<file path="config.mk">
export PLATFORM = sky130hd
export DESIGN_NAME = l2_flush_ctrl_flat
export DESIGN_NICKNAME = d
export VERILOG_FILES = /design/src/rtl/l2_flush_ctrl_pkg.sv /design/src/rtl/l2_flush_ctrl_if.sv /design/src/rtl/l2_flush_ctrl.sv /design/src/flat_wrapper.sv
export SDC_FILE = /design/constraint.sdc
export NUM_CORES = 1
export LEC_CHECK = 0
export CELL_PAD_IN_SITES_DETAIL_PLACEMENT = 0
export CELL_PAD_IN_SITES_GLOBAL_PLACEMENT = 1
export CORE_MARGIN = 8
export CORE_UTILIZATION = 35
export DETAILED_ROUTE_END_ITERATION = 16
export PLACE_DENSITY = 0.83
export SLEW_MARGIN = 10
export SYNTH_ARGS = -nofsm -noshare
export SYNTH_HDL_FRONTEND = slang
export SYNTH_SLANG_ARGS = --single-unit
export TNS_END_PERCENT = 1
</file>
<file path="constraint.sdc">
create_clock -name clk -period 2.1 [get_ports clk]
set_input_delay 0.21 -clock clk [delete_from_list [all_inputs] [get_ports clk]]
set_output_delay 0.21 -clock clk [all_outputs]
set_load 0.1 [all_outputs]
</file>
<file path="src/rtl/l2_flush_ctrl_pkg.sv">
// Shared constants, types and helpers for the L2 flush controller.
package l2_flush_ctrl_pkg;

   localparam int L2_SETS_DFLT  = 4;
   localparam int L2_WAYS_DFLT  = 2;
   localparam int N_REQS_DFLT   = 4;
   localparam int CNT_BITS_DFLT = 16;

   localparam int L2_SET_BITS  = $clog2(L2_SETS_DFLT);
   localparam int L2_WAY_BITS  = $clog2(L2_WAYS_DFLT);
   localparam int REQS_BITS_P1 = $clog2(N_REQS_DFLT) + 1;

   typedef enum logic [1:0] {
      IDLE  = 2'd0,
      SCAN  = 2'd1,
      DRAIN = 2'd2,
      RESP  = 2'd3
   } l2_flush_state_t;

   // Width of a cursor that must be able to hold the value n itself
   // (one past the last index), not just 0..n-1.
   function automatic int cursor_width(input int n);
      return $clog2(n) + 1;
   endfunction

endpackage

</file>
<file path="src/rtl/l2_flush_ctrl_if.sv">
// Decoder / datapath / CPU-side signal bundle of the L2 flush controller.
// The master side is the decoder and its neighbours; the slave side is the controller.
interface l2_flush_ctrl_if
   import l2_flush_ctrl_pkg::*;
#(
   parameter int L2_SETS  = L2_SETS_DFLT,
   parameter int L2_WAYS  = L2_WAYS_DFLT,
   parameter int N_REQS   = N_REQS_DFLT,
   parameter int CNT_BITS = CNT_BITS_DFLT
);

   localparam int SET_W  = cursor_width(L2_SETS);
   localparam int WAY_W  = cursor_width(L2_WAYS);
   localparam int REQS_W = cursor_width(N_REQS);

   // decoder strobes and mode
   logic                set_ongoing_flush;
   logic                flush_wb_only;
   logic                incr_flush_set;
   logic                clr_flush_set;
   logic                clr_flush_way;
   logic                clr_ongoing_flush;
   logic                flush_done;

   // datapath progress and request-slot occupancy
   logic                way_done;
   logic                way_evict;
   logic [REQS_W-1:0]   reqs_cnt;

   // flush state back to the decoder
   logic                ongoing_flush;
   logic [SET_W-1:0]    flush_set;
   logic [WAY_W-1:0]    flush_way;
   logic                flush_mode_wb_only;
   logic [CNT_BITS-1:0] flush_evict_cnt;

   // completion handshake and status
   logic                l2_flush_done_valid;
   logic                l2_flush_done_ready;
   logic                flush_busy;
   logic                protocol_err;

   modport master (
      output set_ongoing_flush, flush_wb_only, incr_flush_set, clr_flush_set,
             clr_flush_way, clr_ongoing_flush, flush_done, way_done, way_evict,
             reqs_cnt, l2_flush_done_ready,
      input  ongoing_flush, flush_set, flush_way, flush_mode_wb_only,
             flush_evict_cnt, l2_flush_done_valid, flush_busy, protocol_err
   );

   modport slave (
      input  set_ongoing_flush, flush_wb_only, incr_flush_set, clr_flush_set,
             clr_flush_way, clr_ongoing_flush, flush_done, way_done, way_evict,
             reqs_cnt, l2_flush_done_ready,
      output ongoing_flush, flush_set, flush_way, flush_mode_wb_only,
             flush_evict_cnt, l2_flush_done_valid, flush_busy, protocol_err
   );

endinterface

</file>
<file path="src/rtl/l2_flush_ctrl.sv">
// L2 flush controller: owns the ongoing-flush flag, set/way scan cursors,
// flush mode and eviction count, waits for outstanding writebacks to drain
// and returns a flush-done handshake. Every output comes straight from a flop.
module l2_flush_ctrl
   import l2_flush_ctrl_pkg::*;
#(
   parameter int L2_SETS  = L2_SETS_DFLT,
   parameter int L2_WAYS  = L2_WAYS_DFLT,
   parameter int N_REQS   = N_REQS_DFLT,
   parameter int CNT_BITS = CNT_BITS_DFLT
) (
   input  logic              clk,
   input  logic              rst,
   l2_flush_ctrl_if.slave    bus
);

   localparam int SET_W  = cursor_width(L2_SETS);
   localparam int WAY_W  = cursor_width(L2_WAYS);
   localparam int REQS_W = cursor_width(N_REQS);

   // Saturating increment of the eviction counter: it sticks at all-ones.
   function automatic logic [CNT_BITS-1:0] sat_inc(input logic [CNT_BITS-1:0] v);
      if (v == {CNT_BITS{1'b1}}) begin
         return v;
      end else begin
         return v + CNT_BITS'(1'b1);
      end
   endfunction

   l2_flush_state_t     state_r,   state_nxt_s;
   logic                ongoing_r, ongoing_nxt_s;
   logic [SET_W-1:0]    set_r,     set_nxt_s;
   logic [WAY_W-1:0]    way_r,     way_nxt_s;
   logic                mode_r,    mode_nxt_s;
   logic [CNT_BITS-1:0] cnt_r,     cnt_nxt_s;
   logic                err_r,     err_nxt_s;
   logic                valid_r;
   logic                busy_r;

   logic                scan_strobe_s;
   logic                way_taken_s;
   logic                way_room_s;
   logic                set_room_s;
   logic                err_start_s;
   logic                err_strobe_s;
   logic                err_way_s;
   logic                err_set_s;

   // Next-state and next-value logic for the flush FSM and its state.
   always_comb begin
      state_nxt_s   = state_r;
      ongoing_nxt_s = ongoing_r;
      set_nxt_s     = set_r;
      way_nxt_s     = way_r;
      mode_nxt_s    = mode_r;
      cnt_nxt_s     = cnt_r;
      err_start_s   = 1'b0;
      err_strobe_s  = 1'b0;
      err_way_s     = 1'b0;
      err_set_s     = 1'b0;

      scan_strobe_s = bus.way_done | bus.incr_flush_set | bus.clr_flush_set |
                      bus.clr_flush_way | bus.clr_ongoing_flush | bus.flush_done;
      // a cursor move ordered by the decoder wins over the datapath's way_done
      way_taken_s   = bus.way_done & ~bus.incr_flush_set & ~bus.clr_flush_way;
      way_room_s    = (way_r < WAY_W'(L2_WAYS));
      set_room_s    = (set_r < SET_W'(L2_SETS));

      case (state_r)
         IDLE: begin
            err_strobe_s = scan_strobe_s;
            if (bus.set_ongoing_flush) begin
               state_nxt_s   = SCAN;
               ongoing_nxt_s = 1'b1;
               set_nxt_s     = {SET_W{1'b0}};
               way_nxt_s     = {WAY_W{1'b0}};
               mode_nxt_s    = bus.flush_wb_only;
               cnt_nxt_s     = {CNT_BITS{1'b0}};
            end else begin
               state_nxt_s   = IDLE;
            end
         end

         SCAN: begin
            err_start_s = bus.set_ongoing_flush;
            err_way_s   = way_taken_s & ~way_room_s;
            err_set_s   = bus.incr_flush_set & ~bus.clr_flush_set & ~set_room_s;

            if (bus.clr_flush_way) begin
               way_nxt_s = {WAY_W{1'b0}};
            end else if (way_taken_s && way_room_s) begin
               way_nxt_s = way_r + WAY_W'(1'b1);
            end else begin
               way_nxt_s = way_r;
            end

            if (way_taken_s && way_room_s && bus.way_evict) begin
               cnt_nxt_s = sat_inc(cnt_r);
            end else begin
               cnt_nxt_s = cnt_r;
            end

            if (bus.clr_flush_set) begin
               set_nxt_s = {SET_W{1'b0}};
            end else if (bus.incr_flush_set && set_room_s) begin
               set_nxt_s = set_r + SET_W'(1'b1);
            end else begin
               set_nxt_s = set_r;
            end

            if (bus.clr_ongoing_flush) begin
               ongoing_nxt_s = 1'b0;
            end else begin
               ongoing_nxt_s = ongoing_r;
            end

            if (bus.flush_done) begin
               state_nxt_s = DRAIN;
            end else begin
               state_nxt_s = SCAN;
            end
         end

         DRAIN: begin
            err_start_s  = bus.set_ongoing_flush;
            err_strobe_s = scan_strobe_s;
            if (bus.reqs_cnt == REQS_W'(N_REQS)) begin
               state_nxt_s = RESP;
            end else begin
               state_nxt_s = DRAIN;
            end
         end

         RESP: begin
            err_start_s  = bus.set_ongoing_flush;
            err_strobe_s = scan_strobe_s;
            if (bus.l2_flush_done_ready) begin
               state_nxt_s = IDLE;
            end else begin
               state_nxt_s = RESP;
            end
         end

         default: begin
            state_nxt_s   = IDLE;
            ongoing_nxt_s = 1'b0;
         end
      endcase

      err_nxt_s = err_r | err_start_s | err_strobe_s | err_way_s | err_set_s;
   end

   // State register plus all registered outputs; async reset returns to IDLE at once.
   always_ff @(posedge clk or negedge rst) begin
      if (!rst) begin
         state_r   <= IDLE;
         ongoing_r <= 1'b0;
         set_r     <= {SET_W{1'b0}};
         way_r     <= {WAY_W{1'b0}};
         mode_r    <= 1'b0;
         cnt_r     <= {CNT_BITS{1'b0}};
         err_r     <= 1'b0;
         valid_r   <= 1'b0;
         busy_r    <= 1'b0;
      end else begin
         state_r   <= state_nxt_s;
         ongoing_r <= ongoing_nxt_s;
         set_r     <= set_nxt_s;
         way_r     <= way_nxt_s;
         mode_r    <= mode_nxt_s;
         cnt_r     <= cnt_nxt_s;
         err_r     <= err_nxt_s;
         valid_r   <= (state_nxt_s == RESP);
         busy_r    <= (state_nxt_s != IDLE);
      end
   end

   assign bus.ongoing_flush       = ongoing_r;
   assign bus.flush_set           = set_r;
   assign bus.flush_way           = way_r;
   assign bus.flush_mode_wb_only  = mode_r;
   assign bus.flush_evict_cnt     = cnt_r;
   assign bus.l2_flush_done_valid = valid_r;
   assign bus.flush_busy          = busy_r;
   assign bus.protocol_err        = err_r;

endmodule

</file>
<file path="src/flat_wrapper.sv">
// flat-port wrapper written by rule: the top's interface ports become plain ports
module l2_flush_ctrl_flat import l2_flush_ctrl_pkg::*;
#(
   parameter int L2_SETS  = L2_SETS_DFLT,
   parameter int L2_WAYS  = L2_WAYS_DFLT,
   parameter int N_REQS   = N_REQS_DFLT,
   parameter int CNT_BITS = CNT_BITS_DFLT
)
  (clk, rst, bus_set_ongoing_flush, bus_flush_wb_only, bus_incr_flush_set, bus_clr_flush_set, bus_clr_flush_way, bus_clr_ongoing_flush, bus_flush_done, bus_way_done, bus_way_evict, bus_reqs_cnt, bus_l2_flush_done_ready, bus_ongoing_flush, bus_flush_set, bus_flush_way, bus_flush_mode_wb_only, bus_flush_evict_cnt, bus_l2_flush_done_valid, bus_flush_busy, bus_protocol_err);
  l2_flush_ctrl_if #(.L2_SETS(L2_SETS), .L2_WAYS(L2_WAYS), .N_REQS(N_REQS), .CNT_BITS(CNT_BITS)) bus_i ();
  input  logic clk;
  input  logic rst;
  input wire logic [$bits(bus_i.set_ongoing_flush)-1:0] bus_set_ongoing_flush;
  input wire logic [$bits(bus_i.flush_wb_only)-1:0] bus_flush_wb_only;
  input wire logic [$bits(bus_i.incr_flush_set)-1:0] bus_incr_flush_set;
  input wire logic [$bits(bus_i.clr_flush_set)-1:0] bus_clr_flush_set;
  input wire logic [$bits(bus_i.clr_flush_way)-1:0] bus_clr_flush_way;
  input wire logic [$bits(bus_i.clr_ongoing_flush)-1:0] bus_clr_ongoing_flush;
  input wire logic [$bits(bus_i.flush_done)-1:0] bus_flush_done;
  input wire logic [$bits(bus_i.way_done)-1:0] bus_way_done;
  input wire logic [$bits(bus_i.way_evict)-1:0] bus_way_evict;
  input wire logic [$bits(bus_i.reqs_cnt)-1:0] bus_reqs_cnt;
  input wire logic [$bits(bus_i.l2_flush_done_ready)-1:0] bus_l2_flush_done_ready;
  output wire logic [$bits(bus_i.ongoing_flush)-1:0] bus_ongoing_flush;
  output wire logic [$bits(bus_i.flush_set)-1:0] bus_flush_set;
  output wire logic [$bits(bus_i.flush_way)-1:0] bus_flush_way;
  output wire logic [$bits(bus_i.flush_mode_wb_only)-1:0] bus_flush_mode_wb_only;
  output wire logic [$bits(bus_i.flush_evict_cnt)-1:0] bus_flush_evict_cnt;
  output wire logic [$bits(bus_i.l2_flush_done_valid)-1:0] bus_l2_flush_done_valid;
  output wire logic [$bits(bus_i.flush_busy)-1:0] bus_flush_busy;
  output wire logic [$bits(bus_i.protocol_err)-1:0] bus_protocol_err;
  assign bus_i.set_ongoing_flush = bus_set_ongoing_flush;
  assign bus_i.flush_wb_only = bus_flush_wb_only;
  assign bus_i.incr_flush_set = bus_incr_flush_set;
  assign bus_i.clr_flush_set = bus_clr_flush_set;
  assign bus_i.clr_flush_way = bus_clr_flush_way;
  assign bus_i.clr_ongoing_flush = bus_clr_ongoing_flush;
  assign bus_i.flush_done = bus_flush_done;
  assign bus_i.way_done = bus_way_done;
  assign bus_i.way_evict = bus_way_evict;
  assign bus_i.reqs_cnt = bus_reqs_cnt;
  assign bus_i.l2_flush_done_ready = bus_l2_flush_done_ready;
  assign bus_ongoing_flush = bus_i.ongoing_flush;
  assign bus_flush_set = bus_i.flush_set;
  assign bus_flush_way = bus_i.flush_way;
  assign bus_flush_mode_wb_only = bus_i.flush_mode_wb_only;
  assign bus_flush_evict_cnt = bus_i.flush_evict_cnt;
  assign bus_l2_flush_done_valid = bus_i.l2_flush_done_valid;
  assign bus_flush_busy = bus_i.flush_busy;
  assign bus_protocol_err = bus_i.protocol_err;
  l2_flush_ctrl #(.L2_SETS(L2_SETS), .L2_WAYS(L2_WAYS), .N_REQS(N_REQS), .CNT_BITS(CNT_BITS)) u_core (.clk(clk), .rst(rst), .bus(bus_i));
endmodule
</file>
==> qor.csv, run 1 <==
metric,value,unit
use_met1,17.5,%
critPathRequiredTime,2.26,ns
synth-seq-cells,28,
critical_path_class,reg -> reg,
fmax,513,MHz
power_frac_seq,31.6,%
grt_usage,13.2,%
vias,1470,
die_x,82.4,microns
grt_max_degree,29,
finalMaxSlewViolations,0,
reg2regPathDepth,7,
ir_drop,0.884,mV
start_util,35.9,%
die_y,82.4,microns
ys_top_cells_by_count,"dfrtp_1 (28), a31oi_1 (16), nand2_1 (15)",
drc,0,
max_stage_delay,0.48,ns
grt_pass1_wl,7.12,mm
cts_resized,0,
syn_nets,181,
worstSetupStartpointType,flop,
gr-total-overflow,0,
status,finished clean,
power.share.clock,17.6,%
synth_most_common_cell,dfrtp_1,
vias_per_cell,5.57,
relSlewSlack,71.1,%
fin_skew,0.00295,ns
place_hpwl,3.26,mm
synth_top_area_cell,dfrtp_1,
grt_util_met2,21.5,%
hold_buffers,0,
syn_avg_cell_area,9.41,sq um
syn_area,1540,sq um
ys_types,43,
critPathArrivalTime,2.11,ns
yosysWarnings,0,
setup_viol,0,
holdWs,0.307,ns
endpoint,u_core.bus.flush_evict_cnt[2]$_DFFE_PN0P_,
p_sw,1.20,mW
wl,4.32,mm
r2r-end,u_core.bus.flush_evict_cnt[2]$_DFFE_PN0P_,
drt_iter0_markers,96,
tightest_slew,0.432,ns
worstSetupEndpointType,flop,
grt_util_met3,1.84,%
leakagePower,0.874,nW
swShare,49.5,%
io_buffers,40,
gp_congestion,0.811,
nNetsFinal,230,
dieArea,6790,sq um
rsz0062_at_grt,false,
layout-drive-gt1-share,32.1,%
netlist.area_leader.share,45.4,%
ios,41,
power_per_cell_area,1150,nW/um^2
fillers,426,
intPower,1.22,mW
cts_tree,built,
critPathSlowestCell,dfrtp_4,
reg2reg_from,u_core.bus.flush_evict_cnt[0]$_DFFE_PN0P_,
antennaDiodeCount,0,
clock-sinks,28,
syn2layout_area_growth,36.4,%
fin_area,2100,sq um
finalCriticalPeriod,1.95,ns
synth_edf_count,0,
drv_cap,0,
rrSetupSlack,0.15,ns
numCtsBuffers,3,
clk_pin_slew,0.10,ns
timing.final.crit_share,92.8,%
cts.path.max_buffers,2,
core,4290,sq um
worst_slack,0.151,ns
path_cells,ha_4 > nand3_2 > or3_4 > o211ai_4 > buf_4 > nor3b_1 > a221o_1,
htree_levels,1,
startpoint,u_core.bus.flush_evict_cnt[0]$_DFFE_PN0P_,
synth_area_leaders,"dfrtp_1 (45%), a31oi_1 (6.5%), nand2_1 (3.6%), nor2_1 (3.4%), a21oi_1 (2.9%)",
clkLatencyLatePin,0.27,ns
critPathMaxFanout,7,
pwr-share-comb,50.8,%
dpl-instance-area,2030,sq um
hold_viol_final,0,
postCtsSetupRepairBufs,0,
dr.pass1.iters,7,
postRouteAntennaNets,0,
async_flop_share,100,%
grt_busiest_layer,met2,
antenna_found_initial,0,
ys_seq_area_share,45.4,%
pre_cts_ws,-0.0416,ns
avgRoutedWirePerCell,16.4,microns
rows,24,
grt_pass1_vias,1467,
synth_ff_type,dfrtp_1,
hp-class,in -> async,
cts_root_buf,clkbuf_8,
synth_cells,164,
tns,0,ns
-- worst max-delay path, delay by kind of cell, from the launching register on --
kind            cells  cell delay [ns]
compound gates      2             0.52
fa+ha+maj           1             0.16
flops               1             0.48
simple gates        3             0.49
buf+inv             1             0.20
-- state kept, by name, summed over array words and instances, names as in the netlist --
name / cells
u_core.bus.flush_mode_wb_only: 1
u_core.bus.flush_busy: 1
u_core.bus.ongoing_flush: 1
u_core.bus.flush_set: 3
u_core.bus.flush_way: 2
u_core.bus.protocol_err: 1
u_core.bus.flush_evict_cnt: 16
u_core.state_r: 2
u_core.bus.l2_flush_done_valid: 1
-- final cells by class --
type	instances	area, sq um	area share, %
clock buffer	3	41.3	1.96
timing repair buffer	51	418	19.9
tap	52	65.1	3.09
sequential	28	732	34.8
clock inverter	1	30.0	1.43
inverter	3	11.3	0.535
multi-input combinational	126	807	38.3
-- through the flow --
step,util [%],power [mW],std cells
2_1_floorplan,-,1.68,164
3_3_place_gp,47.3,1.99,260
3_5_place_dp,47.3,2.01,260
4_1_cts,49.0,2.44,264
5_1_grt,49.0,2.56,264
6_report,49.0,2.42,264
-- logic make-up (layout without fill, tap and decap cells) --
kind of cell,count (synthesis),in the layout,synth area share (%)
compound gates,52,52,23.6
fa+ha+maj,2,2,1.62
flops,28,28,45.4
simple gates,71,71,25.5
mux,1,1,0.730
buf+inv,10,58,3.08
-- cell usage in the layout, fill, tap and decap left out, types with 2 or more instances in the layout --
master / n
buf_4: 37
a31oi_1: 16
nand2_1: 15
nor2_1: 14
clkdlybuf4s50_1: 14
dfrtp_1: 13
dfrtp_2: 10
a21oi_1: 9
o21ai_0: 9
nand3_1: 8
nor4_1: 5
nand4_1: 5
dfrtp_4: 5
nand2b_1: 4
nor2b_1: 3
inv_1: 3
and3_1: 3
a211o_1: 3
clkbuf_8: 3
nor3_1: 2
or4_1: 2
o21bai_1: 2
or2_2: 2
a41oi_1: 2
-- metal layers --
layer | vias up | wire (microns)
li1 | 717 | -
met1 | 718 | 1950
met2 | 31 | 2120
met3 | 4 | 178
met4 | 0 | 61
met5 | - | 0
-- worst min path at each step --
stage / to / slack, ns / cells after the start
after floorplan: u_core.bus.flush_busy$_DFF_PN0_ / -0.09 / 0
after global placement: u_core.bus.protocol_err$_DFF_PN0_ / 0.47 / 1
after detailed placement: u_core.bus.protocol_err$_DFF_PN0_ / 0.46 / 1
after CTS: u_core.bus.flush_evict_cnt[1]$_DFFE_PN0P_ / 0.32 / 2
after global routing: u_core.bus.flush_evict_cnt[1]$_DFFE_PN0P_ / 0.34 / 2
final: u_core.bus.flush_evict_cnt[5]$_DFFE_PN0P_ / 0.31 / 2
-- power groups by stage --
stage               clock (mW)  combinational (mW)  sequential [mW]
finish                   0.426                1.23            0.766
floorplan                    0               0.386             1.29
global route             0.462                1.31            0.787
global placement             0                1.22            0.771
detailed placement           0                1.23            0.774
CTS                      0.440                1.24            0.763
Note: power is estimated with default switching activity, not from simulation.
==> run 2, diff against run 1 <==
- CORE_ASPECT_RATIO: default -> 0.9
- CORE_UTILIZATION: 35 -> 36
- PLACE_DENSITY: 0.83 -> 0.85
==> run 2 against run 1 <==
Against the previous run:
- critical path depth stayed put
- register-to-register slack worse by 0.07 ns
- sequential share of layout area is 0.23 points higher
- non-clock buffer count stayed put
- combinational power hardly changed
- via count is 0.48% higher
- global-route usage is 0.94 points lower
- maximum frequency is 3.4% lower
- sequential power hardly changed
- largest cell class unchanged
- largest power group unchanged
==> qor.csv, run 2 (same netlist as run 1, synthesis figures left out) <==
metric,value,unit,change
hp-class,in -> async,,
dr.pass1.iters,4,,-3
nNetsFinal,230,,unchanged
fin_skew,0.00999,ns,+0.00704 ns
power_frac_seq,32.5,%,+0.9 points
worstSetupEndpointType,flop,,
grt_max_degree,29,,unchanged
p_sw,1.20,mW,about the same
place_hpwl,3.11,mm,-4.4%
post-route-util,51.0,%,+2.0 points
antenna_found_initial,0,,unchanged
seqCellArea,732,sq um,unchanged
critPathSlowestCell,dfrtp_4,,
htree_levels,1,,unchanged
swShare,51.1,%,+1.6 points
rows,22,,-8.3%
gr-total-overflow,0,,unchanged
antennaDiodeCount,0,,unchanged
clock-sinks,28,,unchanged
worst_slack,0.0827,ns,-0.0680 ns
top_layer,met4,,
power_per_cell_area,1120,nW/um^2,-2.5%
grt_pass1_wl,6.83,mm,-4.1%
cts_tree,built,,
intPower,1.15,mW,-6.2%
grt_pass1_vias,1415,,-3.5%
clkLatencyLatePin,0.28,ns,about the same
critPathArrivalTime,2.19,ns,+0.08 ns
finalMaxSlewViolations,0,,unchanged
worstSetupStartpointType,flop,,
tightest_slew,0.406,ns,-0.0266 ns
die_x,85.0,microns,+3.2%
drc,0,,unchanged
rrSetupSlack,0.08,ns,-0.07 ns
wl,4.13,mm,-4.4%
tns,0,ns,unchanged
finalCriticalPeriod,2.02,ns,+0.0680 ns
vias,1477,,+0.48%
timing.final.crit_share,96.1,%,+3.2 points
fillers,381,,-11%
numCtsBuffers,3,,unchanged
leakagePower,0.869,nW,-0.63%
status,finished clean,,
critical_path_class,reg -> reg,,
cts.path.max_buffers,2,,unchanged
setup_viol,0,,unchanged
ios,41,,unchanged
fin_total_pwr,2.35,mW,-3.1%
avgRoutedWirePerCell,15.9,microns,-2.9%
dpl-instance-area,2020,sq um,-0.62%
max_stage_delay,0.48,ns,about the same
fmax,496,MHz,-3.4%
drv_cap,0,,unchanged
cts_root_buf,clkbuf_8,,
fin_area,2090,sq um,-0.65%
dieArea,6640,sq um,-2.2%
clk_pin_slew,0.10,ns,about the same
gp_congestion,0.837,,+3.2%
path_cells,ha_4 > nand3_2 > or3_4 > o211ai_4 > buf_4 > nor3b_1 > a221o_1,,
path_buf_inv,1,,unchanged
critPathRequiredTime,2.27,ns,about the same
start_util,37.6,%,+1.7 points
layout-drive-gt1-share,32.5,%,+0.47 points
pre_cts_ws,-0.0216,ns,+0.0200 ns
crit_family,simple AND/OR/NAND/NOR gates,,
power.share.clock,14.5,%,-3.1 points
core,4100,sq um,-4.5%
layout_commonest_cell,buf_4,,
ir_drop,0.686,mV,-22%
final_cell_mix,"buf_4 (37), a31oi_1 (16), nand2_1 (15)",,
die_y,78.1,microns,-5.2%
hold_viol_final,0,,unchanged
io_buffers,40,,unchanged
pwr-share-comb,53.1,%,+2.3 points
met3RoutedLength,157,microns,-12%
wl_met1,1.98,mm,+1.2%
critPathMaxFanout,7,,unchanged
largest_reg_flops,16,,unchanged
syn2layout_area_growth,35.5,%,
grt_usage,12.3,%,-0.94 points
multi_input_area,815,sq um,+0.93%
postRouteAntennaNets,0,,unchanged
wl_met2,1.97,mm,-7.4%
vias_per_cell,5.68,,+2.0%
relSlewSlack,72.9,%,+1.8 points
hold_buffers,0,,unchanged
drt_iter0_markers,79,,-18%
## run 2: cell types whose count changed in the layout (fill, tap and decap cells not counted)
cell / change
clkbuf_8: +1
a41oi_1: -1
a41oi_2: +1
bufinv_16: -1
## run 2: per-layer routing
layer	global-route usage [%]	vias to the layer above
li1	-	724
met1	16.0	724
met2	20.0	27
met3	2.91	2
met4	3.20	0
met5	0	-
## run 2: final cells by class
cell class	instances	area share, %
Inverter	3	0.539
Timing Repair Buffer	51	20.0
Sequential cell	28	35.0
Multi-Input combinational cell	126	39.0
Tap cell	48	2.87
Clock buffer	4	2.63
## run 2: worst paths after layout
kind,depth (start not counted),endpoint,start
setup / recovery,7,u_core.bus.flush_evict_cnt[2]$_DFFE_PN0P_,u_core.bus.flush_evict_cnt[0]$_DFFE_PN0P_
hold / removal,2,u_core.bus.flush_evict_cnt[5]$_DFFE_PN0P_,rst
setup reg to reg,7,u_core.bus.flush_evict_cnt[2]$_DFFE_PN0P_,u_core.bus.flush_evict_cnt[0]$_DFFE_PN0P_
hold reg to reg,1,u_core.bus.protocol_err$_DFF_PN0_,u_core.bus.protocol_err$_DFF_PN0_
max in group asynchronous,2,u_core.bus.flush_evict_cnt[12]$_DFFE_PN0P_,rst
min in group clk,1,u_core.bus.protocol_err$_DFF_PN0_,u_core.bus.protocol_err$_DFF_PN0_
## run 2: power groups by stage
stage	Combinational [mW]	Sequential [mW]	Clock [mW]
floorplan	0.386	1.29	0
global placement	1.23	0.768	0
detailed placement	1.23	0.771	0
CTS	1.24	0.763	0.346
global route	1.32	0.789	0.365
finish	1.25	0.763	0.339
## run 2: metrics by stage
stage / cells / hold WS, ns
2_1_floorplan: 164 / -0.0856
3_3_place_gp: 255 / 0.463
3_5_place_dp: 255 / 0.469
4_1_cts: 259 / 0.311
5_1_grt: 260 / 0.329
6_report: 260 / 0.291
## run 2: what timing repair did
action	4_1_cts	5_1_grt
resized for setup	0	1
setup endpoints to repair	0	3
setup buffers	0	1
==> run 3, diff against run 2 <==
- CORE_UTILIZATION: 36 -> 44
- DONT_BUFFER_PORTS: default -> 1
- PLACE_DENSITY: 0.85 -> 0.8
==> run 3 against run 2 <==
Against the previous run:
- highest routed layer unchanged
- non-clock buffer count fell by 16
- largest power group unchanged
- clock-buffer cell count is 1 lower
- hold slack worse by 0.23 ns
- clock skew down 0.0056 ns
- maximum frequency rose by 2.4%
- first-iteration DRC count is 67% higher
- critical path depth is 1 lower
- global-route usage rose by 3.2 points
==> qor.csv, run 3 (same netlist as run 1, synthesis figures left out) <==
metric,value,unit,change
holdWs,0.0607,ns,-0.231 ns
syn2layout_area_growth,26.7,%,
hold_viol_final,0,,unchanged
final_cell_mix,"buf_4 (33), a31oi_1 (16), nand2_1 (15)",,
tightest_slew,0.389,ns,-0.0172 ns
seqCellArea,732,sq um,unchanged
worstSetupStartpointType,flop,,
power_frac_seq,29.1,%,-3.4 points
post-route-util,57.9,%,+6.9 points
nNetsFinal,214,,-7.0%
clock-sinks,28,,unchanged
rsz0062_at_grt,false,,
rrSetupSlack,0.13,ns,+0.05 ns
grt_pass1_wl,7.20,mm,+5.4%
critical_path_class,reg -> reg,,
gr-total-overflow,0,,unchanged
critPathArrivalTime,2.14,ns,-0.05 ns
relSlewSlack,73.9,%,+0.96 points
wl,4.30,mm,+4.2%
clk_pin_slew,0.10,ns,about the same
critPathSlowestCell,dfrtp_4,,
critPathRequiredTime,2.27,ns,about the same
dr.pass1.iters,4,,unchanged
io_buffers,0,,-100%
avgRoutedWirePerCell,17.9,microns,+13%
power.share.clock,17.8,%,+3.3 points
cts.path.max_buffers,2,,unchanged
fmax,507,MHz,+2.4%
place_hpwl,3.24,mm,+4.2%
dpl-instance-area,1850,sq um,-8.3%
worstSetupEndpointType,flop,,
drc,0,,unchanged
timing.final.crit_share,93.8,%,-2.2 points
core,3380,sq um,-18%
clkLatencyLatePin,0.28,ns,about the same
dieArea,5660,sq um,-15%
numCtsBuffers,3,,unchanged
antenna_found_initial,0,,unchanged
hp-class,in -> reg,,
die_y,72.2,microns,-7.6%
ios,41,,unchanged
grt_pass1_vias,1481,,+4.7%
grt_max_degree,29,,unchanged
drv_cap,0,,unchanged
finalCriticalPeriod,1.97,ns,-0.0467 ns
fin_area,1950,sq um,-6.5%
status,finished clean,,
pwr-share-comb,53.1,%,about the same
path_cells,buf_4 > nand4_1 > nor2_1 > nand3_1 > and3_1 > a211o_1,,
finalMaxSlewViolations,0,,unchanged
multi_input_area,807,sq um,-0.92%
max_stage_delay,0.44,ns,-0.04 ns
fin_skew,0.00437,ns,-0.00562 ns
vias,1439,,-2.6%
vias_per_cell,6.00,,+5.5%
antennaDiodeCount,0,,unchanged
postRouteAntennaNets,0,,unchanged
cts_tree,built,,
postCtsSetupRepairBufs,0,,unchanged
intPower,1.22,mW,+6.0%
htree_levels,1,,unchanged
drt_iter0_markers,132,,+67%
p_sw,1.20,mW,-0.13%
tns,0,ns,unchanged
start_util,45.7,%,+8.1 points
leakagePower,0.808,nW,-7.0%
largest_reg_flops,16,,unchanged
gp_congestion,0.810,,-3.2%
ir_drop,0.524,mV,-24%
power_per_cell_area,1240,nW/um^2,+10%
layout_commonest_cell,buf_4,,
die_x,78.4,microns,-7.8%
pre_cts_ws,0.132,ns,+0.153 ns
rows,20,,-9.1%
worst_slack,0.129,ns,+0.0467 ns
critPathMaxFanout,6,,-1
layout-drive-gt1-share,33.7,%,+1.1 points
grt_usage,15.5,%,+3.2 points
cts_root_buf,clkbuf_8,,
swShare,49.7,%,-1.5 points
setup_viol,0,,unchanged
fillers,316,,-17%
run 3: repair_timing:
action                     CTS  global route
setup endpoints to repair    0             1
hold endpoints to repair    28             0
hold buffers                 2             0
gates resized for setup      0             1
run 3: critical path: cells and delay by family, from the launching register on:
kind                   cells  cell delay [ns]
AOI/OAI and AO/OA          1             0.26
buffers and inverters      1             0.33
DFF                        1             0.44
and+or+nand+nor            4             0.84
run 3: final timing paths:
path,depth (start not counted),endpoint,from
setup / recovery,6,u_core.bus.flush_evict_cnt[9]$_DFFE_PN0P_,u_core.bus.flush_evict_cnt[0]$_DFFE_PN0P_
hold reg to reg,1,u_core.bus.protocol_err$_DFF_PN0_,u_core.bus.protocol_err$_DFF_PN0_
max in group asynchronous,2,u_core.bus.flush_evict_cnt[1]$_DFFE_PN0P_,rst
min in group asynchronous,2,u_core.bus.flush_evict_cnt[3]$_DFFE_PN0P_,rst
setup reg to reg,6,u_core.bus.flush_evict_cnt[9]$_DFFE_PN0P_,u_core.bus.flush_evict_cnt[0]$_DFFE_PN0P_
hold / removal,1,u_core.state_r[1]$_DFF_PN0_,bus_l2_flush_done_ready
run 3: area by class of cell:
cell class              instances  area share (%)
clock buffers                   3            2.11
flip-flops and latches         28            37.5
well taps                      44            2.82
repair buffers                 35            14.2
clock inverters                 1            1.54
multi-input cells             126            41.3
inverters                       3           0.576
run 3: layer usage:
layer  wire [microns]  GRT usage [%]  vias up
met5                0              0        -
met4               21           4.93        0
met3              371           5.06        4
met1             1820           19.3      709
li1                 -              -      684
met2             2090           24.7       42
run 3: power by group through the flow:
stage / clock [mW] / sequential [mW] / combinational, mW
4_1_cts: 0.435 / 0.703 / 1.28
2_1_floorplan: 0 / 1.29 / 0.386
6_report: 0.430 / 0.702 / 1.28
3_3_place_gp: 0 / 0.709 / 1.24
3_5_place_dp: 0 / 0.714 / 1.27
5_1_grt: 0.460 / 0.715 / 1.37
run 3: through the flow:
stage	total power, mW	std cells
6_report	2.41	240
4_1_cts	2.42	240
3_3_place_gp	1.95	234
5_1_grt	2.54	240
2_1_floorplan	1.68	164
3_5_place_dp	1.98	234
